[config.mk]
export PLATFORM = sky130hd
export DESIGN_NAME = debug_tx_sequencer_flat
export DESIGN_NICKNAME = d
export VERILOG_FILES = /design/src/rtl/debug_tx_pkg.sv /design/src/rtl/debug_tx_sequencer_if.sv /design/src/rtl/debug_word_serializer.sv /design/src/rtl/debug_tx_sequencer.sv /design/src/flat_wrapper.sv
export SDC_FILE = /design/constraint.sdc
export NUM_CORES = 1
export LEC_CHECK = 0
export ABC_CLOCK_PERIOD_IN_PS = 1400
export CORE_MARGIN = 2
export CORE_UTILIZATION = 42
export CTS_BUF_LIST = sky130_fd_sc_hd__clkbuf_16
export DETAILED_ROUTE_END_ITERATION = 10
export HOLD_SLACK_MARGIN = 0.08
export PLACE_DENSITY = 0.75
export SYNTH_ARGS = -nofsm -noshare
export SYNTH_HDL_FRONTEND = slang
export SYNTH_HIERARCHICAL = 1
export SYNTH_SLANG_ARGS = --single-unit
[constraint.sdc]
create_clock -name i_clk -period 1.4 [get_ports i_clk]
set_input_delay 0.21 -clock i_clk [delete_from_list [all_inputs] [get_ports i_clk]]
set_output_delay 0.21 -clock i_clk [all_outputs]
set_load 0.03 [all_outputs]
[src/rtl/debug_tx_pkg.sv]
// Shared constants, state encoding and helpers for the debug TX sequencer.
// Optional framing is selected by defining DEBUG_TX_FRAMING_EN.
package debug_tx_pkg;

  localparam int DATA_WIDTH_DEF = 32;
  localparam int BYTES_PER_WORD = DATA_WIDTH_DEF / 8;

  localparam logic [7:0] FRAME_HEADER = 8'hA5;

  localparam logic [2:0] ST_IDLE    = 3'd0;
  localparam logic [2:0] ST_POP     = 3'd1;
  localparam logic [2:0] ST_SEND    = 3'd2;
  localparam logic [2:0] ST_WAIT    = 3'd3;
  localparam logic [2:0] ST_DONE    = 3'd4;
  localparam logic [2:0] ST_HEADER  = 3'd5;
  localparam logic [2:0] ST_TRAILER = 3'd6;

  typedef enum logic [2:0] {
    S_IDLE    = ST_IDLE,
    S_POP     = ST_POP,
    S_SEND    = ST_SEND,
    S_WAIT    = ST_WAIT,
    S_DONE    = ST_DONE,
    S_HEADER  = ST_HEADER,
    S_TRAILER = ST_TRAILER
  } state_t;

  // Byte index width; a single-byte word still needs a 1-bit index.
  function automatic int idx_width(input int bytes_per_word);
    return (bytes_per_word > 1) ? $clog2(bytes_per_word) : 1;
  endfunction

  localparam int IDX_WIDTH = idx_width(BYTES_PER_WORD);

endpackage

[src/rtl/debug_tx_sequencer_if.sv]
// FIFO pop side and UART TX handshake seen by the debug TX sequencer.
interface debug_tx_sequencer_if #(
  parameter int DATA_WIDTH = 32
);
  logic                  i_fifo_empty;
  logic [DATA_WIDTH-1:0] i_fifo_data;
  logic                  o_fifo_rd_en;
  logic [7:0]            o_tx_data;
  logic                  o_tx_start;
  logic                  i_tx_done;

  modport master (
    input  i_fifo_empty, i_fifo_data, i_tx_done,
    output o_fifo_rd_en, o_tx_data, o_tx_start
  );

  modport slave (
    output i_fifo_empty, i_fifo_data, i_tx_done,
    input  o_fifo_rd_en, o_tx_data, o_tx_start
  );
endinterface

[src/rtl/debug_word_serializer.sv]
// Holds the popped FIFO word and presents it one byte at a time, LSB first.
module debug_word_serializer
  import debug_tx_pkg::*;
#(
  parameter int DATA_WIDTH = DATA_WIDTH_DEF
) (
  input  logic                  i_clk,
  input  logic                  i_reset,
  input  logic                  i_load,
  input  logic                  i_advance,
  input  logic [DATA_WIDTH-1:0] i_word,
  output logic [7:0]            o_byte,
  output logic                  o_last
);
  localparam int BPW = DATA_WIDTH / 8;
  localparam int IW  = idx_width(BPW);
  localparam logic [IW-1:0] LAST_IDX = IW'(BPW - 1);

  logic [DATA_WIDTH-1:0] word_q;
  logic [IW-1:0]         idx_q;

  always_ff @(posedge i_clk) begin
    if (i_reset) begin
      word_q <= '0;
      idx_q  <= '0;
    end else if (i_load) begin
      word_q <= i_word;
      idx_q  <= '0;
    end else if (i_advance && !o_last) begin
      idx_q <= idx_q + 1'b1;
    end
  end

  assign o_byte = word_q[{idx_q, 3'b000} +: 8];
  assign o_last = (idx_q == LAST_IDX);

endmodule

[src/rtl/debug_tx_sequencer.sv]
// Drains the debug TX FIFO into the UART transmitter, LSB byte first.
// Define DEBUG_TX_FRAMING_EN to wrap each dump in an A5 header and word-count trailer.
//
// state   | meaning
// IDLE    | waiting for i_start
// POP     | pop a word if the FIFO has one, else finish the dump
// SEND    | o_tx_start strobe for the current byte
// WAIT    | holding the byte until the UART reports done
// DONE    | o_done pulse, back to IDLE
// HEADER  | framing only: send A5 and wait for done
// TRAILER | framing only: send word count and wait for done
module debug_tx_sequencer
  import debug_tx_pkg::*;
#(
  parameter int DATA_WIDTH = DATA_WIDTH_DEF,
  parameter int BYTE_WIDTH = 8
) (
  input  logic                 i_clk,
  input  logic                 i_reset,
  input  logic                 i_start,
  output logic                 o_busy,
  output logic                 o_done,
  debug_tx_sequencer_if.master bus
);
  state_t                state;
  logic                  ser_load;
  logic                  ser_adv;
  logic                  ser_last;
  logic [BYTE_WIDTH-1:0] ser_byte;

  // Pop is combinational on empty so the FIFO is never read while empty.
  assign bus.o_fifo_rd_en = (state == S_POP) && !bus.i_fifo_empty;
  assign ser_load         = bus.o_fifo_rd_en;
  assign ser_adv          = (state == S_WAIT) && bus.i_tx_done && !ser_last;

  debug_word_serializer #(.DATA_WIDTH(DATA_WIDTH)) u_ser (
    .i_clk     (i_clk),
    .i_reset   (i_reset),
    .i_load    (ser_load),
    .i_advance (ser_adv),
    .i_word    (bus.i_fifo_data),
    .o_byte    (ser_byte),
    .o_last    (ser_last)
  );

`ifdef DEBUG_TX_FRAMING_EN
  logic [7:0] word_cnt;

  assign bus.o_tx_data = (state == S_HEADER)  ? FRAME_HEADER :
                         (state == S_TRAILER) ? word_cnt     : ser_byte;
`else
  assign bus.o_tx_data = ser_byte;
`endif

  always_ff @(posedge i_clk) begin
    if (i_reset) begin
      state          <= S_IDLE;
      bus.o_tx_start <= 1'b0;
      o_busy         <= 1'b0;
      o_done         <= 1'b0;
`ifdef DEBUG_TX_FRAMING_EN
      word_cnt       <= '0;
`endif
    end else begin
      bus.o_tx_start <= 1'b0;
      o_done         <= 1'b0;
      case (state)
        S_IDLE: begin
          if (i_start) begin
            o_busy <= 1'b1;
`ifdef DEBUG_TX_FRAMING_EN
            state          <= S_HEADER;
            bus.o_tx_start <= 1'b1;
`else
            state <= S_POP;
`endif
          end
        end
        S_POP: begin
          if (!bus.i_fifo_empty) begin
            state          <= S_SEND;
            bus.o_tx_start <= 1'b1;
`ifdef DEBUG_TX_FRAMING_EN
            word_cnt       <= word_cnt + 8'd1;
`endif
          end else begin
`ifdef DEBUG_TX_FRAMING_EN
            state          <= S_TRAILER;
            bus.o_tx_start <= 1'b1;
`else
            state  <= S_DONE;
            o_done <= 1'b1;
`endif
          end
        end
        S_SEND: state <= S_WAIT;
        S_WAIT: begin
          if (bus.i_tx_done) begin
            if (ser_last) begin
              state <= S_POP;
            end else begin
              state          <= S_SEND;
              bus.o_tx_start <= 1'b1;
            end
          end
        end
`ifdef DEBUG_TX_FRAMING_EN
        // A done coinciding with our own start strobe cannot belong to this byte.
        S_HEADER: begin
          if (bus.i_tx_done && !bus.o_tx_start) state <= S_POP;
        end
        S_TRAILER: begin
          if (bus.i_tx_done && !bus.o_tx_start) begin
            state  <= S_DONE;
            o_done <= 1'b1;
          end
        end
`endif
        S_DONE: begin
          state  <= S_IDLE;
          o_busy <= 1'b0;
`ifdef DEBUG_TX_FRAMING_EN
          word_cnt <= '0;
`endif
        end
        default: state <= S_IDLE;
      endcase
    end
  end

endmodule

[src/flat_wrapper.sv]
// flat-port wrapper written by rule: the top's interface ports become plain ports
module debug_tx_sequencer_flat import debug_tx_pkg::*;
#(
  parameter int DATA_WIDTH = DATA_WIDTH_DEF,
  parameter int BYTE_WIDTH = 8
)
  (i_clk, i_reset, i_start, o_busy, o_done, bus_i_fifo_empty, bus_i_fifo_data, bus_i_tx_done, bus_o_fifo_rd_en, bus_o_tx_data, bus_o_tx_start);
  debug_tx_sequencer_if #(.DATA_WIDTH(DATA_WIDTH)) bus_i ();
  input  logic i_clk;
  input  logic i_reset;
  input  logic i_start;
  output logic o_busy;
  output logic o_done;
  input wire logic [$bits(bus_i.i_fifo_empty)-1:0] bus_i_fifo_empty;
  input wire logic [$bits(bus_i.i_fifo_data)-1:0] bus_i_fifo_data;
  input wire logic [$bits(bus_i.i_tx_done)-1:0] bus_i_tx_done;
  output wire logic [$bits(bus_i.o_fifo_rd_en)-1:0] bus_o_fifo_rd_en;
  output wire logic [$bits(bus_i.o_tx_data)-1:0] bus_o_tx_data;
  output wire logic [$bits(bus_i.o_tx_start)-1:0] bus_o_tx_start;
  assign bus_i.i_fifo_empty = bus_i_fifo_empty;
  assign bus_i.i_fifo_data = bus_i_fifo_data;
  assign bus_i.i_tx_done = bus_i_tx_done;
  assign bus_o_fifo_rd_en = bus_i.o_fifo_rd_en;
  assign bus_o_tx_data = bus_i.o_tx_data;
  assign bus_o_tx_start = bus_i.o_tx_start;
  debug_tx_sequencer #(.DATA_WIDTH(DATA_WIDTH), .BYTE_WIDTH(BYTE_WIDTH)) u_core (.i_clk(i_clk), .i_reset(i_reset), .i_start(i_start), .o_busy(o_busy), .o_done(o_done), .bus(bus_i));
endmodule
==> results.py <==
metrics = {
    "outcome": {
        "status": "complete, but fails checks",
        "violations": "negative setup slack",
    },
    "drt": {
        "vias_per_cell": 5.05,
        "wl_per_cell_um": 16.3,
        "first_iter_violations": 60,
        "firstDrtPassIters": 4,
        "drc_errors": 0,
        "num_vias": 1353,
        "ant_nets": 0,
        "routed_wl_mm": 4.36,
    },
    "clock_network": {
        "numCtsBuffers": 5,
        "hold_buffers": 0,
        "cts_max_path_buffers": 2,
        "cts_tree": "yes",
        "cts.sinks": 40,
        "cts.htree.levels": 2,
        "clkTransAtPathRegs_ns": 0.05,
        "clock_latency_ns": 0.28,
        "root_buffer": "clkbuf_16",
    },
    "critical_path": {
        "cp_data_arrival_time_ns": 1.43,
        "crit_path_frequent_cell": "buf_6",
        "slowest_delay_ns": 0.51,
        "crit_slowest_cell": "mux4_2",
        "path_max_fanout": 4,
        "worstPathCellList": "buf_6, mux4_2, buf_6",
        "critPathLaunchType": "flip-flop",
        "endpoint_kind": "output pin",
        "path_delay_family": "multiplexers",
        "critical_path_class": "flip-flop to output pin",
        "cp_num_buf_inv": 2,
        "worstPathRequired_ns": 1.19,
    },
    "sta": {
        "period_needed_ns": 1.64,
        "fin_skew_ns": 0.00725,
        "final-setup-viol-count": 11,
        "hold_viol": 0,
        "relSlewSlack": 0.736,
        "rsz0062_at_grt": "true",
        "tightest_slew_ns": 0.394,
        "hold_ws_ns": 0.496,
        "max_freq_ghz": 0.608,
        "drv_slew": 0,
        "finalSetupTns_ns": -2.24,
        "min_period_over_period": 1.17,
        "setup_slack_ns": -0.245,
    },
    "placement": {
        "dp_hpwl_mm": 2.63,
        "dp_worst_setup_slack_ns": -0.442,
        "port_buffers": 48,
        "gp_congestion": 0.735,
    },
    "synthesis": {
        "avgSynthCellArea_um2": 11.4,
        "ys_seq_area_frac": 0.474,
        "netlist_top_cells_area": "dfxtp_1 47%, mux2i_1 20%, mux4_2 11%",
        "ys_seq_elements": 40,
        "yosysTopAreaCellShare": 0.474,
        "syn_nets": 186,
        "synthFlopType": "dfxtp_1",
        "yosysTopAreaCell": "dfxtp_1",
        "synth_cells": 148,
        "async_reset_ff_frac": 0,
        "yosys_warnings": 6,
        "synth_edf_count": 0,
        "syn_area_um2": 1690,
        "synth.distinct_cells": 23,
    },
    "die": {
        "die_h_um": 67.4,
        "die_area_um2": 4550,
        "core-area_um2": 3940,
        "die_w_um": 67.4,
        "row_count": 23,
        "start_util": 0.429,
        "num_io_pins": 49,
    },
    "grt": {
        "grt_pass1_vias": 1334,
        "grt_pass1_wl_mm": 6.26,
        "antenna_found_initial": 0,
        "grt_usage": 0.192,
        "grt_max_degree": 27,
        "grt_overflow": 0,
    },
    "final_layout": {
        "syn2layout_area_growth_pct": 58.5,
        "drive_above_1_share": 0.271,
        "fill_cells": 259,
        "nets": 255,
        "multi_input_area_um2": 851,
        "fin_util": 0.680,
        "num_antenna_cells": 0,
        "regArea_um2": 808,
    },
    "power": {
        "powerDensity_nw_per_um2": 1010,
        "p_leak_nw": 1.03,
        "vdd_ir_drop_max_v": 0.000843,
    },
    "min_path": {
        "worstHoldPathType": "flip-flop to flip-flop",
    },
    "run": {
        "drv_cap": 0,
    },
}
==> cell usage in the layout, fill, tap and decap left out, types with 3 or more instances in the layout <==
cell	instances
dfxtp_2	3
dlygate4sd2_1	4
mux2i_1	31
dfxtp_1	36
clkbuf_16	8
mux4_2	8
nor2_1	35
clkdlybuf4s50_1	35
inv_1	3
buf_6	14
buf_4	12
==> synthesized netlist by cell type, types with 2 or more instances <==
| cell type | instances |
|---|---|
| buf_2 | 2 |
| buf_6 | 5 |
| clkbuf_1 | 2 |
| dfxtp_1 | 40 |
| mux2i_1 | 33 |
| mux4_2 | 8 |
| nand3b_1 | 2 |
| nor2_1 | 35 |
| nor2b_1 | 3 |
| nor3_1 | 3 |
| nor4b_1 | 2 |
| o211a_1 | 2 |
==> area by class of cell <==
| type | instances | area share |
|---|---|---|
| clock buffers | 5 | 0.0467 |
| clock inverters | 3 | 0.00420 |
| inverters | 1 | 0.00140 |
| multi-input cells | 96 | 0.317 |
| flip-flops and latches | 40 | 0.302 |
| well taps | 50 | 0.0233 |
| repair buffers | 73 | 0.305 |
==> per-stage QoR <==
| step | instances | instance area (µm²) | total power [mW] |
|---|---|---|---|
| 6_report | 268 | 2680 | 2.70 |
| 3_5_place_dp | 249 | 2300 | 1.60 |
| 2_1_floorplan | 148 | 1730 | 1.43 |
| 4_1_cts | 262 | 2560 | 2.68 |
| 5_1_grt | 268 | 2680 | 2.80 |
| 3_3_place_gp | 249 | 2300 | 1.59 |
==> worst paths after layout <==
path | startpoint | end | slack, ns | cells after the start
worst min register to register | u_core/u_ser/word_q[27] | u_core/u_ser/word_q[27] | 0.50 | 2
worst max register to register | u_core/u_ser/idx_q[0] | u_core/u_ser/idx_q[1] | -0.23 | 8
worst min-delay path | u_core/u_ser/word_q[27] | u_core/u_ser/word_q[27] | 0.50 | 2
worst max-delay path | u_core/u_ser/idx_q[0] | bus_o_tx_data[2] | -0.24 | 3
==> state kept, by name, indices dropped and copies added (netlist names) <==
register	count
u_core/state	3
u_core/o_busy	1
u_core/bus.o_tx_start	1
u_core/u_ser/word_q	32
u_core/o_done	1
u_core/u_ser/idx_q	2
==> where the power goes <==
part	switching, mW	internal (mW)	leakage (nW)	total [mW]
Clock	0.408	0.640	0.0738	1.05
Combinational	0.177	0.261	0.632	0.438
Sequential	0.0269	1.18	0.327	1.21
Total	0.611	2.09	1.03	2.70
==> routing by layer <==
layer / GRT usage / share of wire / vias up
met4: 0.0459 / 0 / 0
met1: 0.236 / 0.43 / 656
li1: - / - / 656
met5: 0 / 0 / -
met3: 0.0633 / 0.046 / 0
met2: 0.325 / 0.52 / 41
==> kinds of logic after synthesis <==
| family | Yosys count | share of synthesized area |
|---|---|---|
| compound gates | 4 | 0.0252 |
| flops | 40 | 0.474 |
| simple gates | 49 | 0.133 |
| buf+inv | 12 | 0.0533 |
| xor+xnor | 1 | 0.00518 |
| fa+ha+maj | 1 | 0.00740 |
| mux | 41 | 0.302 |
==> worst reg2reg max path, delay by kind of cell (launching register included) <==
family	cells	cell delay [ns]
buf+inv	2	0.25
flops	1	0.35
fa+ha+maj	1	0.16
mux	1	0.21
simple gates	4	0.57
==> repair_timing <==
item,CTS,global route
pin swaps,5,3
endpoints found under the setup margin,18,43
resized for setup,72,8
endpoints found under the hold margin,0,0
cloned,1,3
setup buffers,5,3
Note: power is estimated with default switching activity, not from simulation.
